<file path="src/rtl/odt_console_peer_pkg.sv">
// odt_pkg: shared UART timing helpers, frame constants and the FSM state type
package odt_pkg;
  typedef enum logic [1:0] {IDLE, START, DATA, STOP} uart_state_t;
  localparam int UART_BITS = 8;
  function automatic int calc_div(input int clk_hz, input int baud);
    return clk_hz / baud;
  endfunction
  function automatic int calc_half(input int div);
    return div / 2;
  endfunction
endpackage

</file>
<file path="src/rtl/odt_console_peer_sync_fifo.sv">
// sync_fifo: power-of-two FIFO with extra-MSB pointers and a combinational head
module sync_fifo #(
  parameter int WIDTH = 8,
  parameter int DEPTH = 8
) (
  input  logic             clk,
  input  logic             rstb,
  input  logic             push,
  input  logic             pop,
  input  logic [WIDTH-1:0] din,
  output logic [WIDTH-1:0] dout,
  output logic             full,
  output logic             empty
);
  localparam int AW = $clog2(DEPTH);
  logic [WIDTH-1:0] r_mem [DEPTH];
  logic [AW:0] r_wp, r_rp;
  logic w_push, w_pop;
  assign empty = r_wp == r_rp;
  assign full = (r_wp[AW] != r_rp[AW]) && (r_wp[AW-1:0] == r_rp[AW-1:0]);
  assign w_pop = pop && !empty;
  assign w_push = push && (!full || w_pop);
  assign dout = r_mem[r_rp[AW-1:0]];
  // Storage is not reset; emptiness is defined purely by the pointers
  always_ff @(posedge clk) begin
    if (w_push) r_mem[r_wp[AW-1:0]] <= din;
  end
  // Pointers wrap naturally; the extra MSB separates full from empty
  always_ff @(posedge clk) begin
    if (!rstb) begin
      r_wp <= '0;
      r_rp <= '0;
    end else begin
      if (w_push) r_wp <= r_wp + (AW+1)'(1);
      if (w_pop) r_rp <= r_rp + (AW+1)'(1);
    end
  end
endmodule

</file>
<file path="src/rtl/odt_console_peer.sv">
// odt_console_peer: console ODT peer bridging XBUF/RBUF 4-phase handshakes to an 8N1 UART
module odt_console_peer
  import odt_pkg::*;
#(
  parameter int CLK_HZ     = 18000000,
  parameter int BAUD       = 115200,
  parameter int FIFO_DEPTH = 8
) (
  input  logic       clk,
  input  logic       rstb,
  input  logic       xmt_stb,
  input  logic [7:0] xmt_data,
  output logic       xmt_rdy,
  output logic       rcv_rdy,
  output logic [7:0] rcv_data,
  input  logic       rcv_stb,
  output logic       uart_tx,
  input  logic       uart_rx,
  output logic       rx_overrun
);
  localparam int DIV = calc_div(CLK_HZ, BAUD);
  localparam int CW = $clog2(DIV);
  localparam logic [CW-1:0] C_LAST = CW'(DIV - 1);
  localparam logic [CW-1:0] C_HALF = CW'(calc_half(DIV));
  localparam logic [2:0] C_BIT_LAST = 3'(UART_BITS - 1);
  logic [2:0] r_xs, r_rs;
  logic [1:0] r_rx;
  logic r_xmt_rdy, r_rcv_rdy, r_hold, r_overrun, r_uart_tx, r_rx_wait;
  logic [7:0] r_rcv_data, r_tx_sh, r_rx_sh;
  uart_state_t r_tx_st, r_rx_st;
  logic [CW-1:0] r_tx_cnt, r_rx_cnt;
  logic [2:0] r_tx_bit, r_rx_bit;
  logic w_xs_rise, w_rs_rise, w_line, w_tx_last, w_rx_tick;
  logic w_tx_push, w_tx_pop, w_tx_full, w_tx_empty;
  logic w_rx_push, w_rx_pop, w_rx_full, w_rx_empty;
  logic [7:0] w_tx_dout, w_rx_dout;
  assign w_xs_rise = r_xs[1] & ~r_xs[2];
  assign w_rs_rise = r_rs[1] & ~r_rs[2];
  assign w_line = r_rx[1];
  assign w_tx_push = w_xs_rise;
  assign w_tx_last = r_tx_cnt == C_LAST;
  assign w_tx_pop = !w_tx_empty && (r_tx_st == IDLE || (r_tx_st == STOP && w_tx_last));
  assign w_rx_tick = (r_rx_st == START) ? (r_rx_cnt == C_HALF) : (r_rx_cnt == C_LAST);
  assign w_rx_push = r_rx_st == STOP && w_rx_tick && w_line;
  assign w_rx_pop = w_rs_rise & ~w_rx_empty;
  assign xmt_rdy = r_xmt_rdy;
  assign rcv_rdy = r_rcv_rdy;
  assign rcv_data = r_rcv_data;
  assign uart_tx = r_uart_tx;
  assign rx_overrun = r_overrun;
  sync_fifo #(.WIDTH(8), .DEPTH(FIFO_DEPTH)) u_tx_fifo (
    .clk(clk), .rstb(rstb), .push(w_tx_push), .pop(w_tx_pop), .din(xmt_data),
    .dout(w_tx_dout), .full(w_tx_full), .empty(w_tx_empty)
  );
  sync_fifo #(.WIDTH(8), .DEPTH(FIFO_DEPTH)) u_rx_fifo (
    .clk(clk), .rstb(rstb), .push(w_rx_push), .pop(w_rx_pop), .din(r_rx_sh),
    .dout(w_rx_dout), .full(w_rx_full), .empty(w_rx_empty)
  );
  // Two-flop synchronisers; the strobes get a third flop for edge detection
  always_ff @(posedge clk) begin
    if (!rstb) begin
      r_xs <= '0;
      r_rs <= '0;
      r_rx <= 2'b11;
    end else begin
      r_xs <= {r_xs[1:0], xmt_stb};
      r_rs <= {r_rs[1:0], rcv_stb};
      r_rx <= {r_rx[0], uart_rx};
    end
  end
  // Bus-side handshakes: ready flags, registered RX head, pop-hold and sticky overrun
  always_ff @(posedge clk) begin
    if (!rstb) begin
      r_xmt_rdy <= 1'b0;
      r_rcv_rdy <= 1'b0;
      r_rcv_data <= '0;
      r_hold <= 1'b0;
      r_overrun <= 1'b0;
    end else begin
      r_xmt_rdy <= ~r_xs[1] & ~w_tx_full;
      r_rcv_rdy <= ~w_rx_empty & ~r_rs[1] & ~r_hold;
      r_hold <= w_rx_pop | (r_hold & r_rs[1]);
      if (!w_rx_empty) r_rcv_data <= w_rx_dout;
      if (w_rx_push && w_rx_full && !w_rx_pop) r_overrun <= 1'b1;
    end
  end
  // TX serialiser: each state lasts DIV clocks, STOP chains straight into the next START
  always_ff @(posedge clk) begin
    if (!rstb) begin
      r_tx_st <= IDLE;
      r_tx_cnt <= '0;
      r_tx_bit <= '0;
      r_tx_sh <= '0;
      r_uart_tx <= 1'b1;
    end else begin
      r_tx_cnt <= (r_tx_st == IDLE || w_tx_last) ? '0 : r_tx_cnt + CW'(1);
      case (r_tx_st)
        IDLE: if (!w_tx_empty) begin
          r_tx_st <= START;
          r_tx_sh <= w_tx_dout;
          r_uart_tx <= 1'b0;
        end
        START: if (w_tx_last) begin
          r_tx_st <= DATA;
          r_tx_bit <= '0;
          r_uart_tx <= r_tx_sh[0];
        end
        DATA: if (w_tx_last) begin
          if (r_tx_bit == C_BIT_LAST) begin
            r_tx_st <= STOP;
            r_uart_tx <= 1'b1;
          end else begin
            r_tx_bit <= r_tx_bit + 3'd1;
            r_tx_sh <= {1'b0, r_tx_sh[7:1]};
            r_uart_tx <= r_tx_sh[1];
          end
        end
        STOP: if (w_tx_last) begin
          r_tx_st <= w_tx_empty ? IDLE : START;
          r_uart_tx <= w_tx_empty;
          if (!w_tx_empty) r_tx_sh <= w_tx_dout;
        end
      endcase
    end
  end
  // RX deserialiser: mid-bit sampling, glitch reject in START, framing error waits for idle line
  always_ff @(posedge clk) begin
    if (!rstb) begin
      r_rx_st <= IDLE;
      r_rx_cnt <= '0;
      r_rx_bit <= '0;
      r_rx_sh <= '0;
      r_rx_wait <= 1'b0;
    end else begin
      r_rx_cnt <= (r_rx_st == IDLE || w_rx_tick) ? '0 : r_rx_cnt + CW'(1);
      case (r_rx_st)
        IDLE: if (r_rx_wait) r_rx_wait <= ~w_line;
              else if (!w_line) r_rx_st <= START;
        START: if (w_rx_tick) begin
          r_rx_st <= w_line ? IDLE : DATA;
          r_rx_bit <= '0;
        end
        DATA: if (w_rx_tick) begin
          r_rx_sh <= {w_line, r_rx_sh[7:1]};
          r_rx_st <= (r_rx_bit == C_BIT_LAST) ? STOP : DATA;
          r_rx_bit <= r_rx_bit + 3'd1;
        end
        STOP: if (w_rx_tick) begin
          r_rx_st <= IDLE;
          r_rx_wait <= ~w_line;
        end
      endcase
    end
  end
endmodule

</file>
<file path="config.mk">
export PLATFORM = sky130hd
export DESIGN_NAME = odt_console_peer
export DESIGN_NICKNAME = d
export VERILOG_FILES = /design/src/rtl/odt_console_peer_pkg.sv /design/src/rtl/odt_console_peer_sync_fifo.sv /design/src/rtl/odt_console_peer.sv
export SDC_FILE = /design/constraint.sdc
export NUM_CORES = 1
export LEC_CHECK = 0
export ABC_AREA = 1
export BUFFER_PORTS_ARGS = -buffer_cell sky130_fd_sc_hd__buf_2
export CAP_MARGIN = 25
export CORE_MARGIN = 2
export CORE_UTILIZATION = 25
export DETAILED_ROUTE_END_ITERATION = 7
export PLACE_DENSITY = 0.42
export RECOVER_POWER = 100
export SYNTH_ARGS = -nofsm -noshare
export SYNTH_HDL_FRONTEND = slang
export SYNTH_HIERARCHICAL = 1
export SYNTH_SLANG_ARGS = --single-unit
</file>
<file path="constraint.sdc">
create_clock -name clk -period 3.38 [get_ports clk]
set_input_delay 0.338 -clock clk [delete_from_list [all_inputs] [get_ports clk]]
set_output_delay 0.338 -clock clk [all_outputs]
set_load 0.005 [all_outputs]
</file>
# Word level (Yosys, flattened, before mapping)
# Memory sizes are Yosys's and may differ from the RTL's. A register that Yosys moved wholly into a read port is not among the register bits.
# Cells that the tools add are included.
dict set report totals {
  reg_bits 72
  ram_bits 128
  in_bits 13
  output_inout_bits 12
  word_cells 159
  mem_count 2
}
dict set report op_classes {
  n_addsub 8
  eq_ne 28
  muxes 43
  n_bitwise 17
  reduce_logical 40
}
# name depth word_bits read_ports rd_ports_with_merged_regs write_ports line_no
set memory_table {}
lappend memory_table {u_rx_fifo.r_mem 8 8 1 1 1 odt_console_peer_sync_fifo.sv:16} ;# logic [WIDTH-1:0] r_mem [DEPTH];
lappend memory_table {u_tx_fifo.r_mem 8 8 1 1 1 odt_console_peer_sync_fifo.sv:16}
# operator n
set ops {}
lappend ops {{8-bit 2-to-1 mux} 4}
lappend ops {{8-bit case mux with 3 select lines} 1}
lappend ops {{2-bit 2-to-1 mux} 11}
lappend ops {{2-bit != test, second input constant} 11}
lappend ops {{3-bit 2-to-1 mux} 7}
lappend ops {{4-bit by 1-bit adder with 4-bit output, second input constant} 4}
lappend ops {{8-bit by 1-bit adder with 8-bit output, second input constant} 2}
lappend ops {{8-bit equality test, second input constant} 2}
lappend ops {{2-bit case mux with 4 select lines} 2}
lappend ops {{1-bit 2-to-1 mux} 14}
lappend ops {{1-bit logical AND} 12}
lappend ops {{3-bit case mux with 2 select lines} 2}
lappend ops {{4-bit AND reduction} 3}
lappend ops {{5-bit AND reduction} 2}
lappend ops {{1-bit inverter} 9}
lappend ops {{2-bit equality test, second input constant} 4}
lappend ops {{4-bit equality test} 2}
lappend ops {{8-bit by 7-bit equality test with 1-bit output, second input constant} 1}
lappend ops {{1-bit AND} 7}
lappend ops {{1-bit logical NOT} 7}
lappend ops {{3-bit by 1-bit adder with 3-bit output, second input constant} 2}
lappend ops {{3-bit equality test} 2}
lappend ops {{3-bit equality test, second input constant} 2}
lappend ops {{2-bit nonzero test} 3}
lappend ops {{11 further kinds} 20}

# Longest topological paths before layout
dict set report depth {
  depth_word 9
  depth_mapped 15
  mapped_depth_nobuf 14
}

# By module
# Netlist, hierarchy kept.
# module instances cells_each area_per_inst_um2 seq_area_each_um2
set by_module_without_submodules {}
lappend by_module_without_submodules {{sync_fifo (u_tx_fifo)} 1 268 3095.5 2142.1}
lappend by_module_without_submodules {{sync_fifo (u_rx_fifo)} 1 275 3090.5 2142.1}
lappend by_module_without_submodules {odt_console_peer 1 388 2919.0 1281.2}

# Least setup slack after synthesis
# No wires, ideal clock.
dict set report synth_timing {
  kind {reg2reg}
  start {register u_rx_fifo.r_wp[1]}
  end {memory u_rx_fifo.r_mem[0][0] (enable)}
  setup_time_ns 0.370
  t_arrival_ns 1.973
  required_ns 3.010
  path_slack_ns 1.036
  path_stages_with_launch 14
  n_path_buf 1
  synth_period_minus_slack_ns 2.344
  path_cell_list {dfxtp_1 > nand2_1 > nand2_1 > nor2_4 > nand3_2 > inv_1 > buf_2 > clkinv_1 > nand2_1 > inv_1 > inv_1 > nand4_4 > nand3_1 > nor2_1}
}
dict set report synth_between {
  elab_chain_len 8
  word_cells_on_any_way 12
  classes_between {eq/ne (2); mux (2); bitwise (2); reduce/logical (6)}
}
# item line_no
set synth_rtl {}
lappend synth_rtl {{from (decl)} odt_console_peer_sync_fifo.sv:17} ;# logic [AW:0] r_wp, r_rp;
lappend synth_rtl {{from (signal assigned)} odt_console_peer_sync_fifo.sv:34} ;# if (w_push) r_wp <= r_wp + (AW+1)'(1);
lappend synth_rtl {{4-bit equality test} odt_console_peer_sync_fifo.sv:19} ;# assign empty = r_wp == r_rp;
lappend synth_rtl {{via w_rx_empty} odt_console_peer.sv:35} ;# logic w_rx_push, w_rx_pop, w_rx_full, w_rx_empty;
lappend synth_rtl {{1-bit inverter} odt_console_peer.sv:45} ;# assign w_rx_pop = w_rs_rise & ~w_rx_empty;
lappend synth_rtl {{1-bit AND} odt_console_peer.sv:45}
lappend synth_rtl {{via w_rx_pop} odt_console_peer.sv:35}
lappend synth_rtl {{1-bit logical AND} odt_console_peer_sync_fifo.sv:21} ;# assign w_pop = pop && !empty;
lappend synth_rtl {{1-bit logical OR} odt_console_peer_sync_fifo.sv:22} ;# assign w_push = push && (!full || w_pop);
lappend synth_rtl {{1-bit logical AND} odt_console_peer_sync_fifo.sv:22}
lappend synth_rtl {{1-bit 2-to-1 mux} odt_console_peer_sync_fifo.sv:26} ;# if (w_push) r_mem[r_wp[AW-1:0]] <= din;
lappend synth_rtl {{1-bit 2-to-1 mux (not written as such)} odt_console_peer_sync_fifo.sv:26}
lappend synth_rtl {{to (decl)} odt_console_peer_sync_fifo.sv:16}
# The timed path passes the listed nets, and every way through them passes these cells.

# Worst setup path after layout
dict set report layout_timing {
  start {register u_tx_fifo.r_wp[1]}
  end {memory u_tx_fifo.r_mem[3][4] (enable)}
}
dict set report layout_between {
  elab_chain_len 8
  word_cells_on_any_way 11
  classes_between {eq/ne (2); mux (2); reduce/logical (7)}
}
# item line_no
set layout_rtl {}
lappend layout_rtl {{from (decl)} odt_console_peer_sync_fifo.sv:17}
lappend layout_rtl {{from (signal assigned)} odt_console_peer_sync_fifo.sv:34}
lappend layout_rtl {{4-bit equality test} odt_console_peer_sync_fifo.sv:19}
lappend layout_rtl {{via w_tx_empty} odt_console_peer.sv:34} ;# logic w_tx_push, w_tx_pop, w_tx_full, w_tx_empty;
lappend layout_rtl {{1-bit logical NOT} odt_console_peer.sv:42} ;# assign w_tx_pop = !w_tx_empty && (r_tx_st == IDLE || (r_tx_st == STOP && w_tx_last));
lappend layout_rtl {{1-bit logical AND} odt_console_peer.sv:42}
lappend layout_rtl {{via w_tx_pop} odt_console_peer.sv:34}
lappend layout_rtl {{1-bit logical AND} odt_console_peer_sync_fifo.sv:21}
lappend layout_rtl {{1-bit logical OR} odt_console_peer_sync_fifo.sv:22}
lappend layout_rtl {{1-bit logical AND} odt_console_peer_sync_fifo.sv:22}
lappend layout_rtl {{1-bit 2-to-1 mux} odt_console_peer_sync_fifo.sv:26}
lappend layout_rtl {{1-bit 2-to-1 mux (not written as such)} odt_console_peer_sync_fifo.sv:26}
lappend layout_rtl {{to (decl)} odt_console_peer_sync_fifo.sv:16}
# The timed path passes the listed nets, and every way through them passes these cells.

==> metrics <==
post-synthesis cell area 0.00910 mm2; final setup violation count 0; initial antenna violation count 1; H-tree depth 1; Vias 6238; top cells by count, synth nor2_1 (201), nand2_1 (160), edfxtp_1 (128), dfxtp_1 (86), o21ai_0 (68); clock skew 0.00966 ns; CTS Hold Bufs 2; synth unique cells 40; VDD IR max 424 uV; maximum clock insertion buffer count 3; HP Start rcv_stb; Static Leak 0.00373 uW; DP Area 0.00976 mm2; CTS root buf clkbuf_16; Slew headroom -48.5%; number of clock sinks 214; worst hold path cell count 3; via density per instance 4.30; die height 195 um; Worst setup SP type register; 1st-pass router iterations 4; IO buf count 24; fin nets 999; critical path required time 3.53 ns; Cell Pwr Density 582 mW/mm2; Starting Density 25.5%; post-cts sizing count 0; status complete, but fails checks; max frequency 0.336 GHz; register area share after synthesis 61.1%; Reg2Reg Capture Point u_tx_fifo/r_mem[3][4]; yosys warns 6; Die W 195 um; die area 0.0380 mm2; Hold Vio Cnt, Final 0; setup TNS 0 ns; hold endpoint r_rs[0]; area grow syn2layout 14.6%; Post-DRT Antenna Nets 0; R2R setup slack 0.40 ns; Max Cap Viol 1; Synth top area share 42.2%; Skew-Pair Late Insertion Delay 0.52 ns; Reg2Reg Depth 11; WS Path Type reg -> reg; GR Overflow Total 0; drt drc 0; Post-Syn Nets 960; Core ar. 0.0357 mm2; post-DP HPWL 13400 um; Mean Syn Cell Area 9.78 um2; Post-Route WL 20600 um; Slew @ Worst Pin 2.23 ns; RSZ-0062 raised after global routing false; hold crit path type in -> reg; Final Cycle Share 88.2%; Mapped Cells 931; Filler Cells Inserted 3806; pin count of the biggest net entering global routing 50; most numerous cell in the Yosys netlist nor2_1; GPL Wtd Cong 0.736; Wirelength per Cell 14.2 um; CP Max Fanout 8; min Tclk post-route 2.98 ns; post-synthesis async set-or-reset flop share 0%; largest area contributor in the netlist edfxtp_1; Setup crit end kind register; CP Data Arrival Time 3.13 ns; Slew Limit Fails 50; CTS tree yes; initial drt markers 364; I/O pin cnt 25; TritonCTS Buffers 25; final instance area 0.0104 mm2; row count 69; failing checks max-capacitance violations, max-slew violations; Post-CTS Setup Bufs 0; reg-to-reg startpoint u_tx_fifo/r_wp[1]; dominant synthesized flop cell edfxtp_1; first-pass GRT wire length 33300 um; vias in the first global route 6193; Synth area leaders edfxtp_1 (42%), dfxtp_1 (19%), nor2_1 (8.3%); Worst-path clk slew 0.06 ns; overall routing resource usage 11.0%; Synth Register Bits 214; Post-synth EDFFs 128; layout cells sized above 1 9.00%
-- final cells by class --
class                   count  area [um2]  area share [%]
repair buffers             40         191            1.83
well taps                 461         577            5.53
flip-flops and latches    214        5570            53.3
clock inverters            16         155            1.49
multi-input cells         618        3030            29.1
diodes                      1        2.50          0.0240
inverters                  71         267            2.55
clock buffers              30         644            6.18
-- logic make-up after synthesis --
logic type                 after synthesis  synth area share (%)
adders and majority gates               16                  2.20
and+or+nand+nor                        444                  21.6
buffers and inverters                   99                  4.58
DFF                                    214                  61.1
xor gates and xnor gates                14                  1.59
AOI/OAI and AO/OA                      144                  8.88
-- metal layers --
metal	track usage (%)	up-vias	part of all wire, %	routed length (um)
li1	-	3204	-	-
met1	14.9	2925	49	10200
met2	18.1	79	45	9260
met3	1.91	30	3.3	686
met4	2.91	0	2.3	471
met5	0	-	0	0
-- cell usage in the layout, fill, tap and decap left out, drive strengths merged --
| cell | n |
|---|---|
| o21bai | 1 |
| dfxtp | 86 |
| xor2 | 9 |
| nand3 | 31 |
| ha | 16 |
| a21oi | 39 |
| buf | 14 |
| nor4 | 2 |
| o31ai | 1 |
| a31oi | 9 |
| bufinv | 3 |
| nand4 | 10 |
| edfxtp | 128 |
| inv | 70 |
| o32ai | 16 |
| o21ai | 78 |
| or2 | 6 |
| xnor2 | 5 |
| nor3 | 7 |
| and2 | 1 |
| clkinv | 14 |
| dlygate4sd3 | 2 |
| clkbuf | 54 |
| nand3b | 1 |
| nand2 | 175 |
| nor2 | 211 |
| diode | 1 |
-- per-stage QoR --
step	utilization (%)	instances	hold WS [ns]	total power, uW	setup WS (ns)
3_5_place_dp	27.3	1402	0.400	3530	0.548
6_report	29.2	1451	0.0592	6080	0.401
5_1_grt	29.2	1450	0.0722	6350	0.118
2_1_floorplan	-	931	0.390	3390	1.04
3_3_place_gp	27.3	1402	0.394	3530	0.609
4_1_cts	29.6	1450	0.0360	6200	0.518
-- where the power goes --
part / internal, uW / switching [uW] / leakage, uW
combinational: 185 / 348 / 0.00162
clock: 1580 / 1060 / 0.000394
sequential: 2830 / 65.2 / 0.00171
total: 4600 / 1470 / 0.00373
-- worst max path at each step --
stage | start | endpoint | slack, ns
final | u_tx_fifo/r_wp[1] | u_tx_fifo/r_mem[3][4] | 0.40
after global routing | u_tx_fifo/r_wp[1] | u_tx_fifo/r_mem[1][4] | 0.12
after CTS | u_rx_fifo/r_wp[2] | u_rx_fifo/r_mem[3][7] | 0.52
after detailed placement | u_rx_fifo/r_wp[2] | u_rx_fifo/r_mem[3][0] | 0.55
after global placement | u_rx_fifo/r_wp[1] | u_rx_fifo/r_mem[0][5] | 0.61
after floorplan | u_rx_fifo/r_wp[1] | u_rx_fifo/r_mem[0][0] | 1.04
-- sequential cells by signal, indices dropped and copies added (netlist names), 2 cells and up, named ones only --
register,flops
rcv_data,8
u_rx_fifo/r_mem,64
r_tx_st,2
r_rx_cnt,8
u_tx_fifo/r_wp,4
u_rx_fifo/r_rp,4
r_rx,2
r_rx_sh,8
u_tx_fifo/r_mem,64
r_tx_sh,8
r_tx_cnt,8
u_tx_fifo/r_rp,4
r_tx_bit,3
u_rx_fifo/r_wp,4
r_xs,3
r_rs,3
r_rx_bit,3
-- critical path, stage by stage (launching register included) --
cell	delay, ns
dfxtp_1	0.45
nand2_1	0.08
nand2_1	0.07
nor2_1	0.06
nand3_1	0.17
inv_1	0.14
a21oi_1	0.38
inv_1	0.10
nand4_1	0.29
nand3_1	0.21
nor2_1	0.12
clkbuf_1	0.53
(Power assumes the default switching activity.)
